File: config.mk
export PLATFORM = sky130hd
export DESIGN_NAME = select_3_1_rr_arbiter_flat
export DESIGN_NICKNAME = d
export VERILOG_FILES = /design/src/rtl/select_3_1_rr_arbiter_pkg.sv /design/src/rtl/select_3_1_rr_arbiter_if.sv /design/src/rtl/select_3_1_rr_arbiter_wn.sv /design/src/rtl/select_3_1_rr_arbiter.sv /design/src/flat_wrapper.sv
export SDC_FILE = /design/constraint.sdc
export NUM_CORES = 1
export LEC_CHECK = 0
export CORE_AREA = 4 4 116 74
export CTS_CLUSTER_SIZE = 20
export DETAILED_ROUTE_END_ITERATION = 10
export DIE_AREA = 0 0 120 78
export PLACE_DENSITY = 0.74
export SYNTH_ARGS = -nofsm -noshare
export SYNTH_HDL_FRONTEND = slang
export SYNTH_HIERARCHICAL = 1
export SYNTH_SLANG_ARGS = --single-unit
File: constraint.sdc
create_clock -name clk -period 2.54 [get_ports clk]
set_input_delay 0.508 -clock clk [delete_from_list [all_inputs] [get_ports clk]]
set_output_delay 0.508 -clock clk [all_outputs]
set_load 0.005 [all_outputs]
File: src/rtl/select_3_1_rr_arbiter_pkg.sv
// select_3_1_rr_arbiter_pkg: state encodings, reset constants and round-robin helpers
package select_3_1_rr_arbiter_pkg;
    localparam int NUM_REQ = 3;
    typedef enum logic {IDLE = 1'b0, BUSY = 1'b1} state_t;
    // Pointer starts on the last requester so requester 0 wins the first arbitration
    localparam logic [1:0] RR_PTR_RST = 2'd2;
    // One-hot winner, searching ptr+1, ptr+2, ptr (mod NUM_REQ)
    function automatic logic [NUM_REQ-1:0] rr_pick(input logic [1:0] ptr, input logic [NUM_REQ-1:0] valid);
        logic [NUM_REQ-1:0] g;
        g = '0;
        for (int k = 1; k <= NUM_REQ; k++) begin
            int c;
            c = (int'(ptr) + k) % NUM_REQ;
            if (g == '0 && valid[c]) g[c] = 1'b1;
        end
        return g;
    endfunction
    function automatic logic [1:0] oh2idx(input logic [NUM_REQ-1:0] oh);
        return oh[2] ? 2'd2 : oh[1] ? 2'd1 : 2'd0;
    endfunction
endpackage

File: src/rtl/select_3_1_rr_arbiter_if.sv
// select_3_1_rr_arbiter_if: requester/sink bundle of the 3:1 round-robin arbiter
//   req_valid/req_last/req_data0..2 : producer beats in, req_ready : per-requester accept
//   out_valid/out_data/out_ready    : registered output stage, grant : one-hot owner
interface select_3_1_rr_arbiter_if #(parameter int dwidth = 32);
    logic [2:0]        req_valid;
    logic [2:0]        req_last;
    logic [2:0]        req_ready;
    logic [dwidth-1:0] req_data0;
    logic [dwidth-1:0] req_data1;
    logic [dwidth-1:0] req_data2;
    logic              out_valid;
    logic [dwidth-1:0] out_data;
    logic              out_ready;
    logic [2:0]        grant;
    modport slave (
        input  req_valid, req_last, req_data0, req_data1, req_data2, out_ready,
        output req_ready, out_valid, out_data, grant
    );
    modport master (
        output req_valid, req_last, req_data0, req_data1, req_data2, out_ready,
        input  req_ready, out_valid, out_data, grant
    );
endinterface

File: src/rtl/select_3_1_rr_arbiter_wn.sv
// select_3_1_wn: 3:1 AND-OR data select driven by one-hot enables
//   enable0_i..enable2_i : one-hot enables, data0_i..data2_i : inputs, data_o : selected word
module select_3_1_wn #(
    parameter int dwidth = 32
) (
    input  logic              enable0_i,
    input  logic              enable1_i,
    input  logic              enable2_i,
    input  logic [dwidth-1:0] data0_i,
    input  logic [dwidth-1:0] data1_i,
    input  logic [dwidth-1:0] data2_i,
    output logic [dwidth-1:0] data_o
);
    assign data_o = ({dwidth{enable0_i}} & data0_i) |
                    ({dwidth{enable1_i}} & data1_i) |
                    ({dwidth{enable2_i}} & data2_i);
endmodule

File: src/rtl/select_3_1_rr_arbiter.sv
// select_3_1_rr_arbiter: burst-locked round-robin arbiter feeding a one-entry output register
//   clk : rising-edge clock, reset_n : async active-low reset
//   bus : slave side of select_3_1_rr_arbiter_if (three requesters in, one sink out)
module select_3_1_rr_arbiter
    import select_3_1_rr_arbiter_pkg::*;
#(
    parameter int dwidth         = 32,
    parameter int idle_limit     = 15,
    parameter int idle_cnt_width = 4
) (
    input logic                      clk,
    input logic                      reset_n,
    select_3_1_rr_arbiter_if.slave   bus
);
    state_t                    state_q, state_d;
    logic [2:0]                grant_q, grant_d;
    logic [1:0]                rr_ptr_q, rr_ptr_d;
    logic [idle_cnt_width-1:0] idle_cnt_q, idle_cnt_d;
    logic                      out_valid_q, out_valid_d;
    logic [dwidth-1:0]         out_data_q, out_data_d;
    logic [dwidth-1:0]         sel_data;
    logic [2:0]                en;
    logic                      busy, slot_free, owner_valid, owner_last, xfer, idle_hit;

    assign busy        = state_q == BUSY;
    // Enables only while BUSY, so the mux never drives a captured value in IDLE
    assign en          = busy ? grant_q : 3'b000;
    assign slot_free   = !out_valid_q || bus.out_ready;
    assign owner_valid = |(bus.req_valid & en);
    assign owner_last  = |(bus.req_last & en);
    assign xfer        = owner_valid && slot_free;
    assign idle_hit    = idle_cnt_q == idle_cnt_width'(idle_limit - 1);

    assign bus.req_ready = slot_free ? en : 3'b000;
    assign bus.grant     = grant_q;
    assign bus.out_valid = out_valid_q;
    assign bus.out_data  = out_data_q;

    select_3_1_wn #(.dwidth(dwidth)) u_sel (
        .enable0_i (en[0]),
        .enable1_i (en[1]),
        .enable2_i (en[2]),
        .data0_i   (bus.req_data0),
        .data1_i   (bus.req_data1),
        .data2_i   (bus.req_data2),
        .data_o    (sel_data)
    );

    always_comb begin
        state_d     = state_q;
        grant_d     = grant_q;
        rr_ptr_d    = rr_ptr_q;
        idle_cnt_d  = idle_cnt_q;
        out_valid_d = xfer || (out_valid_q && !bus.out_ready);
        out_data_d  = xfer ? sel_data : out_data_q;
        if (!busy) begin
            if (|bus.req_valid) begin
                grant_d = rr_pick(rr_ptr_q, bus.req_valid);
                state_d = BUSY;
            end
        end else if ((xfer && owner_last) || (!owner_valid && idle_hit)) begin
            // Burst end or stalled owner: release and rotate past the old owner
            state_d    = IDLE;
            grant_d    = 3'b000;
            rr_ptr_d   = oh2idx(grant_q);
            idle_cnt_d = '0;
        end else begin
            idle_cnt_d = owner_valid ? '0 : idle_cnt_q + 1'b1;
        end
    end

    always_ff @(posedge clk or negedge reset_n) begin
        if (!reset_n) begin
            state_q     <= IDLE;
            grant_q     <= 3'b000;
            rr_ptr_q    <= RR_PTR_RST;
            idle_cnt_q  <= '0;
            out_valid_q <= 1'b0;
            out_data_q  <= '0;
        end else begin
            state_q     <= state_d;
            grant_q     <= grant_d;
            rr_ptr_q    <= rr_ptr_d;
            idle_cnt_q  <= idle_cnt_d;
            out_valid_q <= out_valid_d;
            out_data_q  <= out_data_d;
        end
    end
endmodule

File: src/flat_wrapper.sv
// flat-port wrapper written by rule: the top's interface ports become plain ports
module select_3_1_rr_arbiter_flat import select_3_1_rr_arbiter_pkg::*;
#(
    parameter int dwidth         = 32,
    parameter int idle_limit     = 15,
    parameter int idle_cnt_width = 4
)
  (clk, reset_n, bus_req_valid, bus_req_last, bus_req_data0, bus_req_data1, bus_req_data2, bus_out_ready, bus_req_ready, bus_out_valid, bus_out_data, bus_grant);
  select_3_1_rr_arbiter_if #(.dwidth(dwidth)) bus_i ();
  input logic clk;
  input logic reset_n;
  input wire logic [$bits(bus_i.req_valid)-1:0] bus_req_valid;
  input wire logic [$bits(bus_i.req_last)-1:0] bus_req_last;
  input wire logic [$bits(bus_i.req_data0)-1:0] bus_req_data0;
  input wire logic [$bits(bus_i.req_data1)-1:0] bus_req_data1;
  input wire logic [$bits(bus_i.req_data2)-1:0] bus_req_data2;
  input wire logic [$bits(bus_i.out_ready)-1:0] bus_out_ready;
  output wire logic [$bits(bus_i.req_ready)-1:0] bus_req_ready;
  output wire logic [$bits(bus_i.out_valid)-1:0] bus_out_valid;
  output wire logic [$bits(bus_i.out_data)-1:0] bus_out_data;
  output wire logic [$bits(bus_i.grant)-1:0] bus_grant;
  assign bus_i.req_valid = bus_req_valid;
  assign bus_i.req_last = bus_req_last;
  assign bus_i.req_data0 = bus_req_data0;
  assign bus_i.req_data1 = bus_req_data1;
  assign bus_i.req_data2 = bus_req_data2;
  assign bus_i.out_ready = bus_out_ready;
  assign bus_req_ready = bus_i.req_ready;
  assign bus_out_valid = bus_i.out_valid;
  assign bus_out_data = bus_i.out_data;
  assign bus_grant = bus_i.grant;
  select_3_1_rr_arbiter #(.dwidth(dwidth), .idle_limit(idle_limit), .idle_cnt_width(idle_cnt_width)) u_core (.clk(clk), .reset_n(reset_n), .bus(bus_i));
endmodule
==> flow_summary.yaml, run 1 <==
outcome:
  outcome: "finished, final reports clean"
synthesis:
  sequential_to_total_area_share_from_yosys_stat_pct: 42.0
  yosysWarnings: 6
  syn-num-nets: 353
  synthesis.area_per_instance_sq_um: 10.6
  synth.ff_latch_count: 43
  syn_area_sq_um: 2560
  synth_largest_area_cell: "sky130_fd_sc_hd__dfrtp_1"
  synth_largest_type_area_fraction_pct: 41.0
  post_synth_main_area_contributors: "sky130_fd_sc_hd__dfrtp_1, sky130_fd_sc_hd__mux2_2, sky130_fd_sc_hd__a222oi_1"
  synth-main-ff-cell: "sky130_fd_sc_hd__dfrtp_1"
  syn_inst: 242
  count_of_flip_flops_with_a_built_in_enable_after_synthesis: 0
  synth-async-reset-ratio_pct: 100
  synth_cell_types: 39
cells_and_area:
  antenna_cells: 0
  most-common-layout-cells: "sky130_fd_sc_hd__clkdlybuf4s50_1, sky130_fd_sc_hd__dfrtp_1, sky130_fd_sc_hd__inv_1, sky130_fd_sc_hd__a222oi_1, sky130_fd_sc_hd__mux2_2"
  final_common_cell: "sky130_fd_sc_hd__clkdlybuf4s50_1"
  fillers: 683
  share_of_layout_cells_above_drive_strength_1_pct: 15.3
  fin_nets: 496
  area_growth_pct: 66.4
timing:
  max_freq_mhz: 435
  final-max-slew-violation-count: 0
  final_hold_viol_count: 0
  fin_worst_skew_ns: 0.00505
  rsz_0062_raised_after_global_routing: "no"
  final.min_clock_period_ns: 2.30
  max_slew_margin_pct: 35.5
  pin_slew_with_the_least_headroom_to_its_limit_ns: 0.968
  timing.final.setup_violations: 0
  timing.hold.ws_ns: 0.385
  final.period_utilization_pct: 90.6
detailed_routing:
  detail_route.iter0.violations: 196
  number_of_drc_violations_after_detailed_routing: 0
  num_vias: 2517
  routed-wl-met2_mm: 3.79
  met3_wirelength_um: 774
  firstDrtPassIters: 7
  final_antenna_net_count: 0
  drt-total-wl_mm: 8.23
  topRoutingLayerUsed: "met4"
  wirelength_met1_mm: 3.63
  vias_per_cell: 5.10
  detail_route.wl_per_cell_um: 16.7
floorplan:
  floorplan.initialDensity_pct: 33.7
  chipWidth_um: 120
  die_area_sq_um: 9360
  chipHeight_um: 78
  ports_placed_on_the_boundary: 144
  core_area_sq_um: 7600
  num_rows: 25
clocking:
  post_cts.resized_instances: 0
  clock_path_buffers: 2
  cts.sink_count: 43
  cts_tree: "yes"
  cts.hold.buffers_added: 0
  clock_latency_ns: 0.27
  clockRootBuffer: "sky130_fd_sc_hd__clkbuf_16"
  postCtsSetupBuffers: 0
  cts.clk_slew.worst_paths_ns: 0.06
  cts-buffers-inserted: 5
  cts.htree.levels: 2
critical_path:
  worstReg2RegStart: "u_core/bus.grant[2]"
  critPathTopFamily: "buffers and inverters"
  crit_top_cell: "sky130_fd_sc_hd__clkdlybuf4s50_1"
  criticalPathCategory: "input port to primary output"
  worst_setup_path_startpoint: "bus_out_ready"
  worst-path-max-fanout: 5
  path_cells: "clkdlybuf4s50_1 -> nand2b_1 -> and3_1 -> clkdlybuf4s50_1"
  critPathRequiredTime_ns: 2.03
  max_stage_delay_ns: 0.50
  worstSetupEndpointType: "primary output"
  arrival_ns: 1.79
  critical_path_buf_inv_count: 2
  cp-start-kind: "input port"
  slowest_stage_cell_cp: "sky130_fd_sc_hd__clkdlybuf4s50_1"
placement:
  hpwlAfterDp_mm: 6.53
  portBuffers: 143
  gpl.final_weighted_congestion: 0.829
power:
  total_power_uw: 4450
  cellPowerDensity_nw_per_um2: 1040
  p_leak_uw: 0.00190
  vdd.ir_drop.worst_mv: 0.544
global_routing:
  gr-total-overflow: 0
  first_pass_grt_wire_length_mm: 12.7
  grt_antenna_before_repair: 0
  grt_max_degree: 44
  track_usage_pct: 16.6
  grt_pass1_vias: 2456
job:
  drv.max_cap_violation_count: 0
hold_path:
  hold_class: "input port to asynchronous set/reset pin"
==> final timing paths <==
check / end / slack (ns) / cells past startpoint
max in group asynchronous: u_core/bus.out_data[18] / 1.55 / 1
min: u_core/bus.out_data[29] / 0.39 / 1
min in group clk: u_core/bus.out_data[0] / 0.51 / 1
min reg2reg: u_core/bus.out_data[0] / 0.51 / 1
max reg2reg: u_core/bus.out_data[28] / 0.49 / 4
max: bus_req_ready[0] / 0.24 / 4
==> area by class of cell <==
cell class | count | area (sq um) | share of cell area [%]
Multi-Input combinational cell | 142 | 1250 | 29.2
Timing Repair Buffer | 154 | 1520 | 35.6
Sequential cell | 43 | 1080 | 25.2
Inverter | 39 | 146 | 3.43
Tap cell | 108 | 135 | 3.17
Clock buffer | 6 | 129 | 3.02
Clock inverter | 2 | 12.5 | 0.293
==> metal layers <==
layer,vias up,global-route usage (%)
met3,2,5.32
met2,104,27.7
met1,1204,22.0
li1,1207,-
met4,0,1.83
met5,-,0
==> synthesized netlist by cell type (3+ instances only) <==
library cell / n
sky130_fd_sc_hd__a222oi_1: 34
sky130_fd_sc_hd__a31oi_1: 3
sky130_fd_sc_hd__buf_2: 10
sky130_fd_sc_hd__buf_6: 3
sky130_fd_sc_hd__clkbuf_1: 5
sky130_fd_sc_hd__dfrtp_1: 42
sky130_fd_sc_hd__ha_1: 6
sky130_fd_sc_hd__inv_1: 39
sky130_fd_sc_hd__mux2_2: 34
sky130_fd_sc_hd__mux2i_1: 5
sky130_fd_sc_hd__nand2_1: 8
sky130_fd_sc_hd__nand3_1: 5
sky130_fd_sc_hd__nor2_1: 6
sky130_fd_sc_hd__nor3_1: 4
sky130_fd_sc_hd__o211ai_1: 3
sky130_fd_sc_hd__o21ai_0: 4
sky130_fd_sc_hd__o2bb2ai_1: 3
==> worst register-to-register path: stages (launching register included) <==
cell	delay, ns
sky130_fd_sc_hd__dfrtp_1	0.48
sky130_fd_sc_hd__a222oi_1	0.11
sky130_fd_sc_hd__buf_4	0.18
sky130_fd_sc_hd__nor2_4	0.72
sky130_fd_sc_hd__mux2_2	0.45
==> report_power, final <==
part           total (uW)  leakage [uW]  internal, uW  switching (uW)
clock network         605     0.0000669           362             242
registers            1220      0.000539          1010             217
logic                2620       0.00130          1490            1130
==> logic make-up (layout without fill, tap and decap cells) <==
kind of cell / after synthesis / after routing / share of synthesized area [%]
buffers and inverters: 57 / 201 / 9.71
multiplexers: 39 / 39 / 16.9
AO/OA/AOI/OAI: 58 / 58 / 20.1
adder cells (fa/ha/maj): 6 / 6 / 2.93
AND/OR/NAND/NOR: 38 / 38 / 8.00
XOR/XNOR: 1 / 1 / 0.342
flip-flops: 43 / 43 / 42.0
==> stage by stage <==
stage               area (sq um)  cells  utilization, %  setup TNS, ns  setup WS [ns]
floorplan                   2560    242               -              0          0.430
global placement            4130    486            54.3              0         0.0299
detailed placement          4130    486            54.3         -0.497        -0.0323
CTS                         4270    494            56.1              0          0.224
global route                4270    494            56.1              0          0.170
finish                      4270    494            56.1              0          0.239
==> registers in the layout, indices dropped and copies added, names as in the netlist <==
register	flops
u_core/idle_cnt_q	4
u_core/bus.out_data	32
u_core/busy	1
u_core/bus.grant	3
u_core/bus.out_valid	1
u_core/rr_ptr_q	2
Note: power is estimated with default switching activity, not from simulation.
==> run 2, diff against run 1 <==
--- a/config.mk
+++ b/config.mk
@@ -9,6 +9,7 @@
 export CTS_CLUSTER_SIZE = 20
 export DETAILED_ROUTE_END_ITERATION = 10
 export DIE_AREA = 0 0 120 78
+export GPL_ROUTABILITY_DRIVEN = 0
 export PLACE_DENSITY = 0.74
 export SYNTH_ARGS = -nofsm -noshare
 export SYNTH_HDL_FRONTEND = slang
==> results of run 2 <==
The final DEF is identical to that of run 1; final timing and power are the same.
==> run 3, diff against run 2 <==
==> constraint.sdc (replaced) <==
create_clock -name clk -period 2.54 [get_ports clk]
set_input_delay 0.635 -clock clk [delete_from_list [all_inputs] [get_ports clk]]
set_output_delay 0.635 -clock clk [all_outputs]
set_load 0.005 [all_outputs]
==> flow_summary.yaml, run 3 (same netlist as run 1, synthesis figures left out) <==
outcome:
  outcome: "finished, final reports clean"
detailed_routing:
  number_of_drc_violations_after_detailed_routing: 0
  vias_per_cell: 5.10
  num_vias: 2526
  detail_route.wl_per_cell_um: 16.6
  detail_route.iter0.violations: 256
  drt-total-wl_mm: 8.24
  final_antenna_net_count: 0
  firstDrtPassIters: 7
cells_and_area:
  most-common-layout-cells: "sky130_fd_sc_hd__clkdlybuf4s50_1, sky130_fd_sc_hd__dfrtp_1, sky130_fd_sc_hd__inv_1, sky130_fd_sc_hd__a222oi_1, sky130_fd_sc_hd__mux2_2"
  area_growth_pct: 68.0
  final_core_util_pct: 56.7
  final_common_cell: "sky130_fd_sc_hd__clkdlybuf4s50_1"
  fin_nets: 497
  fillers: 673
  antenna_cells: 0
  largest_register_ffs: 32
  share_of_layout_cells_above_drive_strength_1_pct: 15.5
timing:
  final.min_clock_period_ns: 2.48
  pin_slew_with_the_least_headroom_to_its_limit_ns: 0.814
  max_slew_margin_pct: 45.7
  timing.final.setup_violations: 0
  rsz_0062_raised_after_global_routing: "no"
  final_hold_viol_count: 0
  fin_worst_skew_ns: 0.00455
  final-max-slew-violation-count: 0
  final.period_utilization_pct: 97.5
  timing.hold.ws_ns: 0.329
  max_freq_mhz: 404
floorplan:
  ports_placed_on_the_boundary: 144
  die_area_sq_um: 9360
  chipWidth_um: 120
  core_area_sq_um: 7600
  num_rows: 25
  chipHeight_um: 78
  floorplan.initialDensity_pct: 33.7
power:
  p_leak_uw: 0.00195
  cellPowerDensity_nw_per_um2: 1040
  vdd.ir_drop.worst_mv: 0.428
critical_path:
  cp-start-kind: "input port"
  worstSetupEndpointType: "primary output"
  critPathRequiredTime_ns: 1.90
  worstReg2RegStart: "u_core/busy"
  worst-path-max-fanout: 4
  rrSetupSlack_ns: 0.48
  criticalPathCategory: "input port to primary output"
  arrival_ns: 1.84
  worst_setup_path_startpoint: "bus_out_ready"
global_routing:
  track_usage_pct: 17.0
  grt_antenna_before_repair: 0
  first_pass_grt_wire_length_mm: 13.0
  grt_pass1_vias: 2555
  grt_max_degree: 44
  gr-total-overflow: 0
clocking:
  clock_latency_ns: 0.27
  clockRootBuffer: "sky130_fd_sc_hd__clkbuf_16"
  cts-buffers-inserted: 5
  cts.clk_slew.worst_paths_ns: 0.06
  clock_path_buffers: 2
  cts.htree.levels: 2
  cts_tree: "yes"
  postCtsSetupBuffers: 0
  cts.sink_count: 43
job:
  drv.max_cap_violation_count: 0
hold_path:
  hold_class: "input port to asynchronous set/reset pin"
placement:
  portBuffers: 143
  hpwlAfterDp_mm: 6.49
==> run 3: cell type report <==
cell class / instances / area [sq um] / area share, %
Timing Repair Buffer: 155 / 1560 / 36.2
Multi-Input combinational cell: 142 / 1260 / 29.1
Sequential cell: 43 / 1080 / 25.0
Inverter: 39 / 146 / 3.40
Clock buffer: 8 / 136 / 3.16
Tap cell: 108 / 135 / 3.13
==> run 3: worst max-delay path, stage by stage <==
cell and delay [ns]:
sky130_fd_sc_hd__clkdlybuf4s50_1 0.45, sky130_fd_sc_hd__nand2b_4 0.13, sky130_fd_sc_hd__nor2b_2 0.12, sky130_fd_sc_hd__clkdlybuf4s50_1 0.50
==> run 3: report_power, final <==
group / internal, uW / switching [uW]
registers: 1010 / 215
clock network: 365 / 228
logic: 1510 / 1140
total: 2890 / 1580
==> run 3: per-stage QoR <==
step / worst slack (ns) / instances / area [sq um] / setup TNS (ns) / power (uW)
final: 0.0633 / 495 / 4310 / 0 / 4470
after global routing: 0.00928 / 495 / 4310 / 0 / 4820
after CTS: 0.0215 / 495 / 4300 / 0 / 4520
after detailed placement: -0.0176 / 487 / 4160 / -0.0353 / 3900
after global placement: -0.0120 / 487 / 4160 / -0.0208 / 3820
after floorplan: 0.303 / 242 / 2560 / 0 / 2720
==> run 3: what timing repair did <==
action | CTS | global route
hold buffers | 0 | 0
gates resized for setup | 1 | 3
endpoints found under the setup margin | 3 | 1
==> run 3: worst paths after layout <==
path | end | cells past startpoint
max in group asynchronous | u_core/rr_ptr_q[1] | 2
worst min-delay path | u_core/bus.out_data[27] | 2
min in group clk | u_core/bus.out_data[18] | 1
worst max register to register | u_core/bus.out_data[12] | 5
worst min register to register | u_core/bus.out_data[18] | 1
worst max-delay path | bus_req_ready[1] | 4
==> run 3: per-layer routing <==
metal  share of wire (%)  routed length [um]  global-route usage [%]  vias up
met2                  47                3880                    30.0      101
met1                  43                3530                    20.8     1215
li1                    -                   -                       -     1210
met4                   0                   0                    1.03        0
met5                   0                   0                       0        -
met3                  10                 830                    6.26        0
